File: config.mk
export PLATFORM = sky130hd
export DESIGN_NAME = icmp_rx
export DESIGN_NICKNAME = d
export VERILOG_FILES = /design/src/rtl/icmp_rx.sv
export SDC_FILE = /design/constraint.sdc
export NUM_CORES = 1
export LEC_CHECK = 0
export BUFFER_PORTS_ARGS = -buffer_cell sky130_fd_sc_hd__buf_2
export CAP_MARGIN = 10
export CORE_MARGIN = 5
export CORE_UTILIZATION = 54
export CTS_BUF_LIST = sky130_fd_sc_hd__clkbuf_2
export DETAILED_ROUTE_END_ITERATION = 10
export GPL_ROUTABILITY_DRIVEN = 0
export GPL_TIMING_DRIVEN = 0
export PLACE_DENSITY = 0.91
export SETUP_SLACK_MARGIN = 0.15
export SLEW_MARGIN = 20
export SYNTH_ARGS = -nofsm -noshare
export SYNTH_HDL_FRONTEND = slang
export SYNTH_SLANG_ARGS = --single-unit
File: constraint.sdc
create_clock -name i_clk -period 7.3 [get_ports i_clk]
set_clock_uncertainty 0.05 [all_clocks]
set_input_delay 1.46 -clock i_clk [delete_from_list [all_inputs] [get_ports i_clk]]
set_output_delay 1.46 -clock i_clk [all_outputs]
set_load 0.005 [all_outputs]
File: src/rtl/icmp_rx.sv
// Receive-side ICMP parser: checks checksum and length of each datagram from the
// IP layer, pulses o_trigger on echo requests and o_reply_valid on echo replies.
module icmp_rx #(
  parameter logic [7:0] P_ICMP_PROTO = 8'd1
) (
  input  logic        i_clk,
  input  logic        i_rst,
  input  logic [63:0] s_axis_ip_data,
  input  logic [55:0] s_axis_ip_user,
  input  logic [7:0]  s_axis_ip_keep,
  input  logic        s_axis_ip_last,
  input  logic        s_axis_ip_valid,
  output logic        s_axis_ip_ready,
  output logic [15:0] o_Identifier,
  output logic [15:0] o_Sequence,
  output logic        o_trigger,
  output logic        o_reply_valid,
  output logic [15:0] o_rx_cnt,
  output logic [15:0] o_err_cnt
);

  // Handshake: a beat transfers on a rising edge where s_axis_ip_valid and
  // s_axis_ip_ready are both high; data/keep/last/user matter only then.
  typedef enum logic [2:0] {
    S_IDLE = 3'd0,
    S_BODY = 3'd1,
    S_CHK1 = 3'd2,
    S_CHK2 = 3'd3,
    S_DROP = 3'd4
  } state_t;

  state_t state_q, state_d;

  logic        ready_q;
  logic [31:0] acc_q;
  logic [15:0] bytes_q;
  logic [15:0] len_q;
  logic [15:0] fold_q;
  logic [7:0]  type_q;
  logic [7:0]  code_q;
  logic [15:0] id_q;
  logic [15:0] seq_q;
  logic [15:0] ident_q;
  logic [15:0] sequ_q;
  logic        trigger_q;
  logic        reply_q;
  logic [15:0] rx_cnt_q;
  logic [15:0] err_cnt_q;

  logic        accept;
  logic        hdr_drop;
  logic [63:0] masked;
  logic [3:0]  keep_cnt;
  logic [31:0] beat_sum;
  logic [15:0] beat_bytes;
  logic [16:0] fold1;
  logic [15:0] fold2;
  logic        pkt_good;

  wire unused_user = ^{s_axis_ip_user[39:38], s_axis_ip_user[15:0]};

  assign accept   = s_axis_ip_valid & ready_q;
  assign hdr_drop = (s_axis_ip_user[36:29] != P_ICMP_PROTO) || s_axis_ip_user[37] ||
                    (s_axis_ip_user[28:16] != 13'd0);

  // Masked-off bytes count as zero, which also pads an odd trailing byte.
  always_comb begin
    masked   = '0;
    keep_cnt = '0;
    for (int i = 0; i < 8; i++) begin
      if (s_axis_ip_keep[i]) begin
        masked[i*8 +: 8] = s_axis_ip_data[i*8 +: 8];
        keep_cnt         = keep_cnt + 4'd1;
      end
    end
    beat_sum   = {16'd0, masked[63:48]} + {16'd0, masked[47:32]} +
                 {16'd0, masked[31:16]} + {16'd0, masked[15:0]};
    beat_bytes = s_axis_ip_last ? {12'd0, keep_cnt} : 16'd8;
  end

  always_comb begin
    fold1    = {1'b0, acc_q[15:0]} + {1'b0, acc_q[31:16]};
    fold2    = fold1[15:0] + {15'd0, fold1[16]};
    pkt_good = (fold_q == 16'hFFFF) && (bytes_q == len_q);
  end

  always_comb begin
    state_d = state_q;
    case (state_q)
      S_IDLE: begin
        if (accept) begin
          if (hdr_drop) state_d = s_axis_ip_last ? S_IDLE : S_DROP;
          else          state_d = s_axis_ip_last ? S_CHK1 : S_BODY;
        end
      end
      S_BODY:  if (accept && s_axis_ip_last) state_d = S_CHK1;
      S_CHK1:  state_d = S_CHK2;
      S_CHK2:  state_d = S_IDLE;
      S_DROP:  if (accept && s_axis_ip_last) state_d = S_IDLE;
      default: state_d = S_IDLE;
    endcase
  end

  always_ff @(posedge i_clk or posedge i_rst) begin
    if (i_rst) begin
      state_q   <= S_IDLE;
      ready_q   <= 1'b0;
      acc_q     <= '0;
      bytes_q   <= '0;
      len_q     <= '0;
      fold_q    <= '0;
      type_q    <= '0;
      code_q    <= '0;
      id_q      <= '0;
      seq_q     <= '0;
      ident_q   <= '0;
      sequ_q    <= '0;
      trigger_q <= 1'b0;
      reply_q   <= 1'b0;
      rx_cnt_q  <= '0;
      err_cnt_q <= '0;
    end else begin
      state_q   <= state_d;
      ready_q   <= (state_d == S_IDLE) || (state_d == S_BODY) || (state_d == S_DROP);
      trigger_q <= 1'b0;
      reply_q   <= 1'b0;
      case (state_q)
        S_IDLE: begin
          if (accept && !hdr_drop) begin
            type_q  <= s_axis_ip_data[63:56];
            code_q  <= s_axis_ip_data[55:48];
            id_q    <= s_axis_ip_data[31:16];
            seq_q   <= s_axis_ip_data[15:0];
            len_q   <= s_axis_ip_user[55:40];
            acc_q   <= beat_sum;
            bytes_q <= beat_bytes;
          end
        end
        S_BODY: begin
          if (accept) begin
            acc_q   <= acc_q + beat_sum;
            bytes_q <= bytes_q + beat_bytes;
          end
        end
        S_CHK1: fold_q <= fold2;
        S_CHK2: begin
          if (pkt_good) begin
            rx_cnt_q <= rx_cnt_q + 16'd1;
            if (code_q == 8'd0 && type_q == 8'd8) begin
              ident_q   <= id_q;
              sequ_q    <= seq_q;
              trigger_q <= 1'b1;
            end else if (code_q == 8'd0 && type_q == 8'd0) begin
              ident_q <= id_q;
              sequ_q  <= seq_q;
              reply_q <= 1'b1;
            end
          end else begin
            err_cnt_q <= err_cnt_q + 16'd1;
          end
        end
        default: ;
      endcase
    end
  end

  assign s_axis_ip_ready = ready_q;
  assign o_Identifier    = ident_q;
  assign o_Sequence      = sequ_q;
  assign o_trigger       = trigger_q;
  assign o_reply_valid   = reply_q;
  assign o_rx_cnt        = rx_cnt_q;
  assign o_err_cnt       = err_cnt_q;

endmodule

## Yosys cells after proc, flatten, opt, wreduce, memory -nomap -nowiden

Index checks and enable logic that the tools add are counted.
Widths: inputs -> output; s select.

| storage, ports and cells | value |
|---|---|
| word-level logic and storage cells | 109 |
| input port bits | 132 |
| bits in registers | 198 |
| output and inout bits | 67 |

| operators by class | value |
|---|---|
| equal/unequal tests | 12 |
| add/subtract/negate cells | 16 |
| bitwise logic cells | 2 |
| reductions and logical operators | 22 |
| mux-type cells | 41 |

Operators by type and width:

| operator | number |
|---|---|
| $mux 16 | 6 |
| $mux 32 | 2 |
| $mux 8 | 8 |
| $pmux 32 s2 | 1 |
| $add 16x16->17 | 2 |
| $add 16x1->16 const B | 2 |
| $add 32x19->32 | 1 |
| $mux 4 | 8 |
| $pmux 16 s2 | 1 |
| $add 4x1->4 const B | 7 |
| $add 18x16->19 | 1 |
| $add 17x16->18 | 1 |
| $add 16x1->16 | 1 |
| $add 16x4->16 | 1 |
| $eq 16x16->1 | 1 |
| $eq 16x16->1 const B | 1 |
| $logic_not 8->1 | 2 |
| $mux 3 | 5 |
| $reduce_bool 13->1 | 1 |
| $pmux 3 s4 | 1 |
| $eq 8x4->1 const B | 1 |
| $mux 1 | 8 |
| $ne 8x1->1 const B | 1 |
| $eq 3x1->1 const B | 2 |
| other kinds (13) | 28 |

## Longest topological paths before layout

Gate-level depths: netlist (run 1).

| logic depth | value |
|---|---|
| depth in word-level cells | 19 |
| depth in mapped cells | 28 |
| gate-level depth less buffers | 28 |

## Worst setup path after synthesis (run 1)

No wires, ideal clock.

| path | value |
|---|---|
| kind | input port to flip-flop |
| from | in s_axis_ip_keep[2] |
| to | reg acc_q[18] |
| stages | 26 |
| arrival time | 6.774 ns |
| library setup time | 0.136 ns |
| required time | 7.114 ns |
| path slack | 0.340 ns |
| cell sequence | clkbuf_1 and2_1 fa_1 fa_1 ha_1 inv_1 fa_1 nor2b_1 o21ai_0 a21boi_0 o21ai_0 a21oi_1 o21ai_0 a21boi_0 nor2_1 ha_1 a21o_1 a21o_1 a2111o_1 a32oi_2 o21bai_1 a21o_1 a311oi_4 buf_6 or3_1 a21oi_2 |

| between the ends | value |
|---|---|
| longest elaborated chain between the ends | 6 |

Ends and longest elaborated chain:

| element | line | source |
|---|---|---|
| from (decl) | 10 | `input logic [7:0] s_axis_ip_keep,` |
| $mux 8 (*) | 71 | `if (s_axis_ip_keep[i]) begin` |
| $add 17x16->18 (*) | 76 | `beat_sum = {16'd0, masked[63:48]} + {16'd0, masked[47:32]} +` |
| $add 18x16->19 (*) | 77 | `{16'd0, masked[31:16]} + {16'd0, masked[15:0]};` |
| $add 32x19->32 | 141 | `acc_q <= acc_q + beat_sum;` |
| $mux 32 | 140 | `if (accept) begin` |
| $pmux 32 s2 (*) | 127 | `case (state_q)` |
| to (signal assigned) | 135 | `acc_q <= beat_sum;` |
| to (signal assigned) | 141 |  |
| to (decl) | 35 | `logic [31:0] acc_q;` |

Every way passes the cells marked *; elsewhere a longest branch is shown, timed or not. The select of a mux whose other input is x is not followed.
A chain may end at the register's enable or synchronous reset.

## Final worst setup path (run 1)

| path | value |
|---|---|
| from | in s_axis_ip_keep[0] |
| to | reg acc_q[22] |

| between the ends | value |
|---|---|
| longest elaborated chain between the ends | 5 |

Ends and longest elaborated chain:

| element | line |
|---|---|
| $mux 8 | 71 |
| $add 18x16->19 | 77 |
| $add 32x19->32 | 141 |
| $mux 32 | 140 |
| $pmux 32 s2 | 127 |

No other way between the ends. The select of a mux whose other input is x is not followed.

==> results of run 1 <==
[cells in the mapped netlist, types with 10 or more instances]
cell type	instances
o21ai_1	11
mux2_1	28
a21oi_1	63
a31oi_1	10
o21ai_0	47
nand3_1	20
fa_1	35
nand4_1	25
o31ai_1	12
dfrtp_1	198
and2_1	60
clkbuf_1	23
and3_1	20
nor2_1	63
ha_1	67
inv_1	86
xnor2_1	72
xor2_1	44
a21o_1	18
mux2_2	73
or3_1	13
nand2_1	126
[per-layer routing]
| layer | track usage | vias up | share of wire |
|---|---|---|---|
| li1 | - | 4720 | - |
| met1 | 0.302 | 4906 | 0.41 |
| met2 | 0.416 | 367 | 0.50 |
| met3 | 0.0526 | 88 | 0.060 |
| met4 | 0.0873 | 4 | 0.032 |
| met5 | 0 | - | 0.00052 |
[state kept, by name, indices dropped and copies added, names as in the netlist, 8 cells and up]
register / count
o_Identifier: 16
fold_q: 16
id_q: 16
code_q: 8
seq_q: 16
o_rx_cnt: 16
o_err_cnt: 16
bytes_q: 16
len_q: 16
o_Sequence: 16
type_q: 8
acc_q: 32
[area by class of cell]
class / instances / area, um2
Multi-Input combinational cell: 924 / 7100
Antenna cell: 1 / 2.50
Clock inverter: 15 / 205
Buffer: 39 / 171
Sequential cell: 198 / 4950
Timing Repair Buffer: 181 / 928
Inverter: 86 / 330
Tap cell: 313 / 392
Fill cell: 1704 / 8610
Clock buffer: 17 / 85.1
[worst min path at each step]
stage                               start                          end  cells past startpoint
floorplan           type_q[3]$_DFFE_PP0P_      o_reply_valid$_DFF_PP0_                      1
global placement    type_q[3]$_DFFE_PP0P_      o_reply_valid$_DFF_PP0_                      1
detailed placement  type_q[3]$_DFFE_PP0P_      o_reply_valid$_DFF_PP0_                      1
CTS                   id_q[6]$_DFFE_PP0P_  o_Identifier[6]$_DFFE_PP0P_                      1
global route        type_q[3]$_DFFE_PP0P_      o_reply_valid$_DFF_PP0_                      1
finish                id_q[6]$_DFFE_PP0P_  o_Identifier[6]$_DFFE_PP0P_                      1
[logic make-up after synthesis]
logic type,count (synthesis)
flops,198
simple gates,391
buf+inv,127
xor+xnor,119
compound gates,209
mux,103
fa+ha+maj,102
[power breakdown]
group / total [mW] / internal [mW] / switching [mW] / leakage, nW
Clock: 0.620 / 0.140 / 0.479 / 0.166
Sequential: 1.33 / 1.21 / 0.117 / 2.70
Combinational: 1.61 / 0.702 / 0.906 / 4.44
Total: 3.55 / 2.05 / 1.50 / 7.31
[worst max-delay path, cell delays in order]
cell	delay, ns
buf_2	0.16
and2_1	0.17
fa_1	0.53
inv_1	0.05
fa_1	0.52
inv_1	0.04
ha_1	0.32
nor2b_1	0.14
o21ai_0	0.20
a21boi_0	0.15
o21ai_0	0.30
a21oi_1	0.13
o21ai_0	0.21
nor3b_1	0.38
nor2_1	0.08
ha_1	0.35
a21o_1	0.20
a21o_1	0.18
a2111o_1	0.41
a32oi_2	0.25
o21bai_1	0.10
a21o_1	0.24
a311oi_4	0.43
buf_6	0.20
o21ai_1	0.10
a21oi_2	0.13
[through the flow]
step | total power, mW | worst slack (ns) | setup TNS, ns | hold slack (ns)
finish | 3.55 | 0.504 | 0 | 0.430
global route | 3.82 | 0.200 | 0 | 0.466
CTS | 3.54 | 0.234 | 0 | 0.435
detailed placement | 2.92 | -0.610 | -6.73 | 0.407
global placement | 2.84 | -1.57 | -309.36 | 0.397
floorplan | 2.55 | 0.340 | 0 | 0.361
==> metrics, run 1 <==
reg-to-reg slack, setup 3.05 ns; max-slew violations 0; Num CTS Buffers 17; largest fanout on the critical path 10; Req. time, crit path 7.98 ns; most common cell after layout, fill and taps aside dfrtp_1; top cells by area, synth dfrtp_1 (39%), ha_1 (6.7%), mux2_2 (6.5%); Clock transition at path regs 0.38 ns; Final setup viols 0; Final HPWL DP 24.3 mm; largest net degree at the start of global routing 110; pwr/cell area 251 nW/um2; I/O pin total 199; synth unique cells 69; remaining antenna violation count 0; drt pass-1 iters 5; Area growth, synth to finish 12.8%; WL/cell 17.4 um; post_cts resized 0; Post-Route WL 30.9 mm; iteration-0 DRC count of the detailed router 856; Tmin final 6.80 ns; Synthesis Warnings 0; total die area 26,400 um2; Worst R2R Path Depth 16; # rows 55; Fin. Hold Viols 0; share of cells above drive strength 1 0.216; Net Count, Synth 1,483; Root Driver clkbuf_2; actual slew at the worst max-slew pin 0.855 ns; die outline width 162 um; H-tree Lvls 4; Peak VDD IR 0.184 mV; Startpoint Class input port; all-layer global routing usage 0.242; CTS tree built; number of port buffers 180; DP Area 13,900 um2; Post-CTS Hold Fix Bufs 0; final period utilization 0.931; register bit count reported by yosys 198; number of global-route vias before repair 10,700; crit path launch s_axis_ip_keep[0]; Worst Setup EP acc_q[22]$_DFFE_PP0P_; status completed; post-CTS setup repair buffer count 0; critical path capture point type register; worst-skew pair later-pin latency 0.84 ns; Avg Cell Area, Syn 10.1 um2; initial antenna violation count 3; Core ar. 22,800 um2; area leader, netlist dfrtp_1; Synth Area in Simple Gates 0.160; cell count after synthesis 1,249; Initial Util 0.551; Mapped Area 12,600 um2; Clock Sinks 198; Final Non-Filler Cells 1,774; largest family of logic cells by synthesized area simple AND/OR/NAND/NOR gates; drt drc 0; R2R Path End fold_q[4]$_DFFE_PP0P_; Max Freq 147 MHz; most frequent cells in the layout dfrtp_1 (198), buf_2 (185), nand2_1 (126); Crit Path Class input port to register; Synth Area in Compound Gates 0.105; post-synthesis mux area share 0.0922; detail-routed via count per cell 5.68; utilization after layout 0.622; die height 162 um; Max transition margin 0.430; gr ovfl total 0; area fraction of the dominant cell type after synthesis 0.395; RSZ-0062 raised after global routing false; vias 10,100; Post-synth ARST share 1.00; final instance area 14,200 um2; clock buffer depth 2; fin nets 1,681; Hold WC Path Type register to register; static leakage 7.31 nW; Post-Synth Adder-Cell Area 0.123; post-synthesis xor/xnor area fraction 0.0860; Synth Flop Type dfrtp_1; first-pass GRT wire length 52.6 mm; Placed Cells 1,743; Critical Path AT 7.48 ns; RR Startpoint acc_q[16]$_DFFE_PP0P_; Seq/Total Area, Yosys 0.395; Post-synth EDFFs 0; number of max-cap violations 0
Note: power is estimated with default switching activity, not from simulation.
==> inputs of run 2 (changes only) <==
--- a/config.mk
+++ b/config.mk
@@ -5,7 +5,7 @@
 export SDC_FILE = /design/constraint.sdc
 export NUM_CORES = 1
 export LEC_CHECK = 0
-export BUFFER_PORTS_ARGS = -buffer_cell sky130_fd_sc_hd__buf_2
+export BUFFER_PORTS_ARGS = -buffer_cell sky130_fd_sc_hd__buf_4
 export CAP_MARGIN = 10
 export CORE_MARGIN = 5
 export CORE_UTILIZATION = 54
==> run 2 against run 1 <==
Compared with the run above:
- critical path depth stayed put
- total power is 0.32% higher
- first-iteration DRC count is 31% lower
- largest cell class unchanged
- non-clock buffer count stayed put
==> metrics, run 2 (synthesis gave the netlist of run 1 again) <==
most common cell after layout, fill and taps aside dfrtp_1; Clock transition at path regs 0.34 ns (-0.04 ns); Post-CTS Hold Fix Bufs 0 (unchanged); Core ar. 22,800 um2 (unchanged); Crit Path Class input port to register; pwr/cell area 244 nW/um2 (-2.8%); remaining antenna violation count 0 (unchanged); I/O pin total 199 (unchanged); clock buffer depth 2 (unchanged); Req. time, crit path 7.97 ns (about the same); most frequent cells in the layout dfrtp_1 (198), buf_4 (183), nand2_1 (126); largest fanout on the critical path 10 (unchanged); Largest register FFs 32 (unchanged); Max transition margin 0.439 (+0.00944); initial antenna violation count 1 (-2); Critical Path AT 7.38 ns (-0.10 ns); largest net degree at the start of global routing 110 (unchanged); total power 3.56 mW (+0.32%); Hold WC Path Type register to register; RSZ-0062 raised after global routing false; minimum hold slack 0.456 ns (+0.0258 ns); status completed; Peak VDD IR 0.155 mV (-16%); H-tree Lvls 4 (unchanged); CTS tree built; number of port buffers 180 (unchanged); pre-CTS setup slack -0.481 ns (+0.129 ns); drt drc 0 (unchanged); vias 10,100 (+0.25%); max-slew violations 0 (unchanged); first-pass GRT wire length 51.7 mm (-1.7%); detail-routed via count per cell 5.70 (+0.25%); actual slew at the worst max-slew pin 0.841 ns (-0.0142 ns); worst-skew pair later-pin latency 0.87 ns (+0.03 ns); fill cell count 1,702 (-0.12%); Startpoint Class input port; # rows 55 (unchanged); static leakage 7.40 nW (+1.3%); drt pass-1 iters 5 (unchanged); share of cells above drive strength 1 0.216 (unchanged); number of max-cap violations 0 (unchanged); WL/cell 17.8 um (+2.3%); post-CTS setup repair buffer count 0 (unchanged); DP Area 14,300 um2 (+3.2%); total die area 26,400 um2 (unchanged); Max Freq 149 MHz (+1.2%); Num CTS Buffers 17 (unchanged); Final HPWL DP 24.8 mm (+2.1%); slowest stage delay, CP 0.55 ns (+0.02 ns); final period utilization 0.920 (-0.0107); Slowest cell on crit path fa_1; Root Driver clkbuf_2; Initial Util 0.551 (unchanged); post-route setup slack 0.582 ns (+0.0778 ns); Final setup viols 0 (unchanged); fin nets 1,681 (unchanged); Clock Sinks 198 (unchanged); Fin. Hold Viols 0 (unchanged); Tmin final 6.72 ns (-0.0778 ns); number of global-route vias before repair 10,600 (-0.80%); final instance area 14,600 um2 (+3.2%); critical path capture point type register; post_cts resized 0 (unchanged); Area growth, synth to finish 16.5%; iteration-0 DRC count of the detailed router 588 (-31%); Reg with most FFs acc_q; die height 162 um (unchanged); die outline width 162 um (unchanged); all-layer global routing usage 0.240 (-0.00142); gr ovfl total 0 (unchanged); Post-Route WL 31.6 mm (+2.3%)
-- run 2: cell types whose count changed in the layout (fill, tap and decap cells not counted), moves of 3 or more --
| cell | previous run | this run |
|---|---|---|
| buf_4 | 3 | 183 |
| buf_2 | 185 | 5 |
| inv_12 | 5 | 1 |
| clkinv_8 | 3 | 6 |
-- run 2: area by class of cell --
| cell class | instances | area [um2] | share of cell area |
|---|---|---|---|
| multi-input combinational | 924 | 7100 | 0.486 |
| antenna | 1 | 2.50 | 0.000171 |
| inverter | 86 | 330 | 0.0226 |
| clock buffer | 17 | 85.1 | 0.00582 |
| tap | 313 | 392 | 0.0268 |
| sequential | 198 | 4950 | 0.339 |
| clock inverter | 15 | 209 | 0.0143 |
| timing repair buffer | 181 | 1380 | 0.0943 |
| buffer | 39 | 171 | 0.0117 |
-- run 2: metal layers --
layer	part of all wire	vias up	GRT usage
met5	0	-	0
met4	0.041	0	0.111
met3	0.065	93	0.0549
met2	0.50	380	0.415
met1	0.39	4934	0.285
li1	-	4703	-
-- run 2: worst max-delay path: cells and delay by family --
family	cells	cell delay [ns]
AND/OR/NAND/NOR	4	0.50
adder cells (fa/ha/maj)	5	1.98
buffers and inverters	3	0.41
AO/OA/AOI/OAI	14	3.02
-- run 2: final timing paths --
check / startpoint / end / slack, ns / cells after the start
max: s_axis_ip_keep[0] / acc_q[18]$_DFFE_PP0P_ / 0.58 / 26
min: type_q[3]$_DFFE_PP0P_ / o_reply_valid$_DFF_PP0_ / 0.46 / 1
max reg2reg: acc_q[16]$_DFFE_PP0P_ / fold_q[12]$_DFFE_PP0P_ / 3.20 / 16
min reg2reg: type_q[3]$_DFFE_PP0P_ / o_reply_valid$_DFF_PP0_ / 0.46 / 1
max in group asynchronous: i_rst / fold_q[6]$_DFFE_PP0P_ / 5.63 / 3
min in group asynchronous: i_rst / id_q[2]$_DFFE_PP0P_ / 0.56 / 2
-- run 2: stage by stage --
step,util,instances,TNS (ns)
after floorplan,-,1249,0
after global placement,0.628,1742,-316.39
after detailed placement,0.629,1743,-5.40
after CTS,0.642,1775,0
after global routing,0.642,1774,0
final,0.642,1774,0
-- run 2: power breakdown --
| group | switching (mW) | total [mW] | internal, mW |
|---|---|---|---|
| combinational | 0.908 | 1.63 | 0.721 |
| clock | 0.473 | 0.609 | 0.136 |
| sequential | 0.118 | 1.33 | 1.21 |
